## config.mk

```make
export PLATFORM = sky130hd
export DESIGN_NAME = fetch_mem_arbiter
export DESIGN_NICKNAME = d
export VERILOG_FILES = /design/src/rtl/fetch_mem_arbiter.sv
export SDC_FILE = /design/constraint.sdc
export NUM_CORES = 1
export LEC_CHECK = 0
export ABC_CLOCK_PERIOD_IN_PS = 5720
export BUFFER_PORTS_ARGS = -buffer_cell sky130_fd_sc_hd__buf_2
export CAP_MARGIN = 0
export CORE_MARGIN = 2
export CORE_UTILIZATION = 38
export DETAILED_ROUTE_END_ITERATION = 10
export HOLD_SLACK_MARGIN = 0.12
export PLACE_DENSITY = 0.8
export SETUP_SLACK_MARGIN = 0.02
export SLEW_MARGIN = 30
export SYNTH_ARGS = -nofsm -noshare
export SYNTH_HDL_FRONTEND = slang
export SYNTH_SLANG_ARGS = --single-unit
```

## constraint.sdc

```tcl
create_clock -name clock -period 5.72 [get_ports clock]
set_input_delay 1.144 -clock clock [delete_from_list [all_inputs] [get_ports clock]]
set_output_delay 1.144 -clock clock [all_outputs]
set_load 0.005 [all_outputs]
```

## src/rtl/fetch_mem_arbiter.sv

```systemverilog
// rtl/fetch_mem_arbiter.sv - shares one memory port between instruction fetch and load/store.
// Optional macro FETCH_STARVE_GUARD_EN bounds how long data traffic can starve fetch.
module fetch_mem_arbiter #(
  parameter int ADDR_WIDTH   = 30,
  parameter int STARVE_LIMIT = 4
) (
  input  logic                  clock,
  input  logic                  reset,
  input  logic                  fetch_req,
  input  logic [ADDR_WIDTH-1:0] fetch_addr,
  input  logic                  data_req,
  input  logic                  data_write,
  input  logic [ADDR_WIDTH-1:0] data_addr,
  input  logic [31:0]           data_wdata,
  input  logic                  mem_ready,
  output logic                  mem_valid,
  output logic                  mem_write,
  output logic [ADDR_WIDTH-1:0] mem_addr,
  output logic [31:0]           mem_wdata,
  output logic                  fetch_done,
  output logic                  data_done,
  output logic                  block_fetch
);

  typedef enum logic [1:0] {
    IDLE  = 2'd0,
    FETCH = 2'd1,
    DATA  = 2'd2
  } state_t;

  state_t state;
  state_t next_state;
  logic   grant_point;
  logic   take_data;

  if (STARVE_LIMIT < 1) begin : g_limit_check
    $error("STARVE_LIMIT must be at least 1");
  end

  // A new grant is taken from IDLE or at the edge that completes the current access.
  assign grant_point = (state == IDLE) || mem_ready;
  assign mem_valid   = (state != IDLE);
  assign fetch_done  = (state == FETCH) && mem_ready;
  assign data_done   = (state == DATA) && mem_ready;
  assign block_fetch = !fetch_done;

`ifdef FETCH_STARVE_GUARD_EN
  localparam int CNT_W = $clog2(STARVE_LIMIT + 1);
  localparam logic [CNT_W-1:0] LIMIT = CNT_W'(STARVE_LIMIT);

  logic [CNT_W-1:0] starve_cnt;
  logic [CNT_W-1:0] starve_next;

  // Decision uses the count including a completion happening at this same edge,
  // so exactly STARVE_LIMIT data accesses run before fetch is forced in.
  always_comb begin
    starve_next = starve_cnt;
    if (fetch_done) begin
      starve_next = '0;
    end else if (data_done) begin
      if (!fetch_req) begin
        starve_next = '0;
      end else if (starve_cnt != LIMIT) begin
        starve_next = starve_cnt + 1'b1;
      end
    end
  end

  always_ff @(posedge clock or posedge reset) begin
    if (reset) begin
      starve_cnt <= '0;
    end else begin
      starve_cnt <= starve_next;
    end
  end

  assign take_data = data_req && !(fetch_req && (starve_next == LIMIT));
`else
  assign take_data = data_req;
`endif

  always_comb begin
    next_state = state;
    if (grant_point) begin
      if (take_data) begin
        next_state = DATA;
      end else if (fetch_req) begin
        next_state = FETCH;
      end else begin
        next_state = IDLE;
      end
    end
  end

  always_ff @(posedge clock or posedge reset) begin
    if (reset) begin
      state <= IDLE;
    end else begin
      state <= next_state;
    end
  end

  // Port fields only load at grant points, so they stay stable through wait states.
  always_ff @(posedge clock or posedge reset) begin
    if (reset) begin
      mem_write <= 1'b0;
      mem_addr  <= '0;
      mem_wdata <= '0;
    end else if (grant_point) begin
      if (take_data) begin
        mem_write <= data_write;
        mem_addr  <= data_addr;
        mem_wdata <= data_wdata;
      end else if (fetch_req) begin
        mem_write <= 1'b0;
        mem_addr  <= fetch_addr;
      end else begin
        mem_write <= 1'b0;
      end
    end
  end

endmodule

```

* Word level (Yosys, flattened, before mapping)
Cells that the tools add are included.
** Operators by class
- Equality and inequality tests :: 2
- Muxes and demuxes :: 5
- Reductions and logical operators :: 9
** Operators by type and width (count)
- two-way mux 30 bit :: 2
- AND reduction 2 bit :: 2
- nonzero test 2 bit :: 2
- == test 2 x 1 -> 1 bit, second input constant :: 1
- == test 2 bit, second input constant :: 1
- logical AND 1 bit :: 2
- zero test 2 bit :: 1
- two-way mux 1 bit :: 2
- two-way mux 2 bit :: 1
- zero test 1 bit :: 1
- logical OR 1 bit :: 1
** Storage, ports and cells
- Output and inout port bits :: 67
- Word-level logic and storage cells :: 20
- Flip-flop bits (word level) :: 65

* Logic depth before layout (Yosys ltp)
Gate-level depths: netlist of the first run.
- Word-level depth :: 3
- Depth in mapped cells :: 4

* Least setup slack after synthesis of the first run
No wires, ideal clock.
- Kind :: input to output
- Start :: in mem_ready
- End :: out fetch_done
- Data required time :: 4.576 ns
- Arrival :: 1.529 ns
- Setup slack :: 3.047 ns
- Stages on the path :: 3
- Cells stage by stage :: nand2_1 -> or2_2 -> inv_1
** Between the ends
- Word-level cells in the longest chain between the ends :: 1
** RTL lines
- from (decl) :: RTL line 15 : input logic mem_ready,
- logical AND 1 bit :: RTL line 43 : assign fetch_done = (state == FETCH) && mem_ready;
- to (decl) :: RTL line 20 : output logic fetch_done,
No other way between the ends.

* Worst setup path after layout of the first run
Same ends and word-level chain as after synthesis.

==> summary.txt, run 1 <==
Run status
  – Outcome: finished clean

Die
  – Num rows: 32
  – Core area: 7810 um2
  – Starting Density: 39.8%
  – Ports: 165
  – Die Ht: 94.4 um
  – Die width: 94.4 um
  – Die area: 8910 um2

Global route
  – Vias in the first global route: 2105
  – Tot GR Track Use: 14.8%
  – Initial antenna violation count: 0
  – Largest net degree at the start of global routing: 66
  – First-pass GRT wire length: 9.98 mm
  – Gr ovfl total: 0

Setup path
  – Reg-to-reg setup timing slack: 3.99 ns
  – Reg-to-Reg End: mem_addr[8]
  – Worst Path Max Fanout: 5
  – Reg-to-Reg Start: state[1]
  – Startpoint types: input port
  – Critical path endpoint category: primary output
  – Crit path depth: 5
  – Critical Path RT: 4.58 ns
  – Peak per-stage delay on the critical path: 0.28 ns
  – Worst Path Buf+Inv: 3
  – Critical-path cell list: buf_2 > nand2_1 > or2_2 > inv_1 > buf_2
  – Most used cell, CP: buf_2
  – Critical path data arrival time: 1.75 ns
  – Kind of critical path: input port to primary output
  – CP delay by family, top: simple AND/OR/NAND/NOR gates
  – Worst R2R Path Depth: 3
  – Worst path slowest cell: or2_2

Synth
  – Warnings from Yosys: 0
  – Most common cell in the netlist: dfrtp_1
  – Synth area leaders: dfrtp_1 52%, mux2_4 24%, mux2_2 15%, buf_6 2.5%, buf_12 1.9%
  – Cells after synthesis: 184
  – Leading area contributor after synthesis: dfrtp_1
  – Post-Syn Nets: 282
  – Async SR Flop Fraction: 100%
  – Commonest cells in the netlist: 65 x dfrtp_1, 50 x mux2_4, 42 x mux2_2
  – Area share of the largest cell type after synthesis: 52.4%
  – Register bit total from synthesis: 65
  – Top FF cell, synth: dfrtp_1
  – Avg Cell Area, Syn: 16.9 um2
  – Sequential share of the synthesized area: 52.4%
  – Post-synth EDFFs: 0
  – Yosys cell types: 16
  – Area of the mapped netlist: 3110 um2

STA
  – Final worst slack: 2.83 ns
  – Worst slew pin tran: 0.784 ns
  – Min Tclk post-route: 2.89 ns
  – Highest clock rate: 346 MHz
  – Max Slew Vio Count: 0
  – Post-route setup TNS: 0 ns
  – Slew margin rel.: 47.8%
  – Final setup violation count: 0
  – Period utilization: 50.5%
  – RSZ-0062 raised after global routing: no
  – Final hold vios: 0
  – Worst clock skew: 0.00661 ns

Hold path
  – HP Class: register to register
  – Hold Path Stages: 1
  – WHS Endpoint: mem_wdata[13]
  – HP Start: mem_wdata[13]

Run
  – Max_cap viols: 0

Clock tree
  – CTS tree: done
  – Clock tree sinks: 65
  – Clock Path Buffers: 2
  – Clock transition at path regs: 0.06 ns
  – CTS Root Cell: clkbuf_8
  – Worst-skew pair later-pin latency: 0.33 ns
  – Hold_buf cts: 0
  – CTS buffer count: 9
  – Post-CTS sizing: 0
  – Postcts setup bufs: 0
  – H-tree Lvls: 3

Routing
  – Met3 WL: 572 um
  – Drt drc: 0
  – Via count: 2047
  – Post-route ant nets: 0
  – Starting DRT DRC Count: 26
  – Met1 WL: 2.73 mm
  – Met2 routed WL: 3.20 mm
  – Final wirelength: 6.60 mm
  – DRT Pass-1 Iters: 3
  – Max Used Layer: met4
  – DR WL/cell: 14.5 um
  – Via density: 4.50

Placement
  – Final GP Congestion: 0.706
  – Port Buffers: 164
  – Setup Slack @ Placement: 2.80 ns
  – DP HPWL: 4.88 mm

Final layout
  – Fillers: 700
  – Area growth from synthesis to layout: 31.7%
  – Post-layout nets: 448
  – Layout cells sized above 1: 78.5%
  – N_diodes: 0

Pwr
  – Pleak: 0.00215 uW
  – Pwr per Cell Area: 302 nW/um2
  – VDD IR max: 0.000160 V
  – Total power: 1230 uW
## state kept, by name (all words and copies together), names as in the netlist
signal,count
state,2
mem_write,1
mem_addr,30
mem_wdata,32
## cell usage in the layout (no fill, tap or decap)
cell type   netlist  final
inv_1             4      3
clkinvlp_4        0      1
o21bai_4          1      1
and3_1            1      1
mux2_2           42     42
nand3_1           1      1
nand2_1           2      2
dfrtp_1          65     65
buf_4             0      1
clkbuf_8          0     11
or2_2             2      2
clkinv_2          0      2
mux2_4           50     50
or2b_1            1      1
o21ai_0           2      2
o21a_4            1      1
nand3b_1          1      1
nand2_4           1      1
buf_2             0    164
inv_2             0      1
## layout make-up
class                           instances  area, um2  share of cell area, %
Inverter                                4       15.0                  0.367
Tap cell                              102        128                   3.12
Multi-Input combinational cell        105       1330                   32.4
Clock inverter                          3       17.5                  0.428
Clock buffer                           11        151                   3.70
Timing Repair Buffer                  165        828                   20.2
Sequential cell                        65       1630                   39.8
## cell families (layout without fill, tap and decap cells)
logic type      after synthesis  count (layout)  share of synthesized area, %
compound gates                4               4                          1.41
simple gates                  9               9                          1.85
mux                          92              92                          39.4
buf+inv                      14             183                          4.96
flops                        65              65                          52.4
## per-layer routing
layer  GRT usage (%)  vias to the layer above
li1                -                      975
met1            18.1                      961
met2            24.3                      101
met3            4.71                       10
met4            6.16                        0
met5               0                        -
## worst max-delay path by stage
stage	start	to	slack, ns
after global placement	mem_ready	fetch_done	2.85
after detailed placement	data_req	mem_addr[8]	2.80
after global routing	mem_ready	fetch_done	2.79
final	mem_ready	fetch_done	2.83
after CTS	mem_ready	fetch_done	2.83
after floorplan	reset	mem_addr[0]	2.95
## report_power, final
group	total, uW	switching, uW	internal, uW
clock	335	161	174
combinational	314	112	202
sequential	585	45.8	540
total	1230	318	916
## worst register-to-register path, stage by stage (launching register included)
cell	delay, ns
dfrtp_1	0.44
o21bai_4	0.24
o21a_4	0.54
mux2_4	0.39
## per-stage QoR
step,utilization [%],cell area (um2),hold slack [ns],std cells
final,52.4,4090,0.501,455
after global routing,52.4,4090,0.512,455
after CTS,52.4,4090,0.502,455
after detailed placement,50.2,3920,0.487,441
after global placement,50.2,3920,0.484,441
after floorplan,-,3110,0.504,184
No activity file was read; power rests on OpenSTA's default activity.
==> inputs of run 2 (changes only) <==
--- a/config.mk
+++ b/config.mk
@@ -5,7 +5,7 @@
 export SDC_FILE = /design/constraint.sdc
 export NUM_CORES = 1
 export LEC_CHECK = 0
-export ABC_CLOCK_PERIOD_IN_PS = 5720
+export ABC_CLOCK_PERIOD_IN_PS = 2800
 export BUFFER_PORTS_ARGS = -buffer_cell sky130_fd_sc_hd__buf_2
 export CAP_MARGIN = 0
 export CORE_MARGIN = 2
==> constraint.sdc (replaced) <==
create_clock -name clock -period 2.8 [get_ports clock]
set_input_delay 0.56 -clock clock [delete_from_list [all_inputs] [get_ports clock]]
set_output_delay 0.56 -clock clock [all_outputs]
set_load 0.005 [all_outputs]
==> summary.txt, run 2 (same netlist as run 1, synthesis figures left out) <==
Setup path
  – Critical Path RT: 2.24 ns
  – Crit. Startpoint: state[0]
  – Startpoint types: register
  – Critical path data arrival time: 1.28 ns
  – Worst R2R Path Depth: 3
  – Critical path endpoint category: primary output
  – Worst path slowest cell: dfrtp_1
  – Crit path depth: 4
  – Kind of critical path: register to primary output
  – Worst Path Max Fanout: 4
  – Critical-path cell list: nand2_1 > or2_2 > inv_1 > buf_2
  – CP delay by family, top: flip-flops
  – Worst Path Buf+Inv: 2
  – Reg-to-Reg Start: state[1]
  – Peak per-stage delay on the critical path: 0.43 ns

STA
  – Min Tclk post-route: 1.84 ns
  – Worst slew pin tran: 0.604 ns
  – Slew margin rel.: 59.7%
  – Post-route setup TNS: 0 ns
  – Highest clock rate: 545 MHz
  – RSZ-0062 raised after global routing: no
  – Max Slew Vio Count: 0
  – Final hold vios: 0
  – Final setup violation count: 0
  – Worst clock skew: 0.00751 ns
  – Period utilization: 65.6%

Routing
  – Via density: 4.57
  – DR WL/cell: 14.7 um
  – Final wirelength: 6.71 mm
  – Via count: 2092
  – DRT Pass-1 Iters: 3
  – Post-route ant nets: 0
  – Drt drc: 0
  – Starting DRT DRC Count: 26

Clock tree
  – Worst-skew pair later-pin latency: 0.32 ns
  – Postcts setup bufs: 0
  – CTS tree: done
  – Clock tree sinks: 65
  – Hold_buf cts: 0
  – H-tree Lvls: 3
  – Post-CTS sizing: 0
  – CTS Root Cell: clkbuf_8
  – Clock Path Buffers: 2
  – CTS buffer count: 9
  – Clock transition at path regs: 0.07 ns

Pwr
  – VDD IR max: 0.000283 V
  – Total power: 2510 uW
  – Pwr per Cell Area: 610 nW/um2
  – Pleak: 0.00215 uW

Global route
  – Initial antenna violation count: 0
  – Vias in the first global route: 2186
  – First-pass GRT wire length: 10.4 mm
  – Largest net degree at the start of global routing: 40
  – Tot GR Track Use: 15.1%
  – Gr ovfl total: 0

Final layout
  – N_diodes: 0
  – Final instance area: 4110 um2
  – Post-layout nets: 449
  – Most flop-heavy register: mem_wdata
  – Regs by FF count: mem_wdata: 32 flops, mem_addr: 30 flops, state: 2 flops
  – Max reg flops: 32
  – Fillers: 687
  – Commonest non-fill, non-tap cells in the layout: 164 x buf_2, 65 x dfrtp_1, 50 x mux2_4
  – Layout cells sized above 1: 78.4%
  – Commonest non-fill, non-tap cell in the layout: buf_2
  – Finished Layout Cells: 458
  – Post-layout util: 52.6%
  – Area growth from synthesis to layout: 32.2%

Die
  – Num rows: 32
  – Die width: 94.4 um
  – Ports: 165
  – Die area: 8910 um2
  – Core area: 7810 um2
  – Starting Density: 39.8%
  – Die Ht: 94.4 um

Placement
  – Dpl cells: 442
  – DP HPWL: 5.01 mm
  – Post-Place Cell Area: 3940 um2
  – Final GP Congestion: 0.724
  – Port Buffers: 164

Run
  – Max_cap viols: 0

Run status
  – Outcome: finished clean

Hold path
  – HP Class: input port to async pin
==> run 2: path summary, 6_finish.rpt <==
| kind | to | slack (ns) |
|---|---|---|
| hold reg to reg | mem_wdata[13] | 0.50 |
| min in group clock | mem_wdata[5] | 0.46 |
| setup / recovery | fetch_done | 0.96 |
| hold / removal | mem_addr[11] | 0.29 |
| setup reg to reg | mem_addr[20] | 1.09 |
| max in group asynchronous | mem_wdata[19] | 1.90 |
==> run 2: final cells by class <==
cell class	count	area [um2]	area share, %
sequential	65	1630	39.6
timing repair buffer	166	848	20.7
inverter	4	15.0	0.366
clock inverter	6	35.0	0.853
multi-input combinational	105	1330	32.3
tap	102	128	3.11
clock buffer	10	128	3.11
==> run 2: power breakdown <==
part	internal, uW	leakage (uW)	switching, uW	total [uW]
Combinational	414	0.00131	228	642
Sequential	1100	0.000761	94.9	1200
Clock	315	0.0000818	351	666
==> run 2: metrics by stage <==
stage | worst slack, ns | hold slack, ns
after global placement | 0.838 | 0.484
after detailed placement | 0.823 | 0.487
after floorplan | 0.614 | 0.504
final | 0.964 | 0.291
after global routing | 0.894 | 0.329
after CTS | 0.933 | 0.300
==> run 2: metal layers <==
metal	GRT usage, %	part of all wire [%]
met2	24.6	49
met3	5.11	9.3
met5	0	0
met4	5.07	1.1
met1	19.0	40
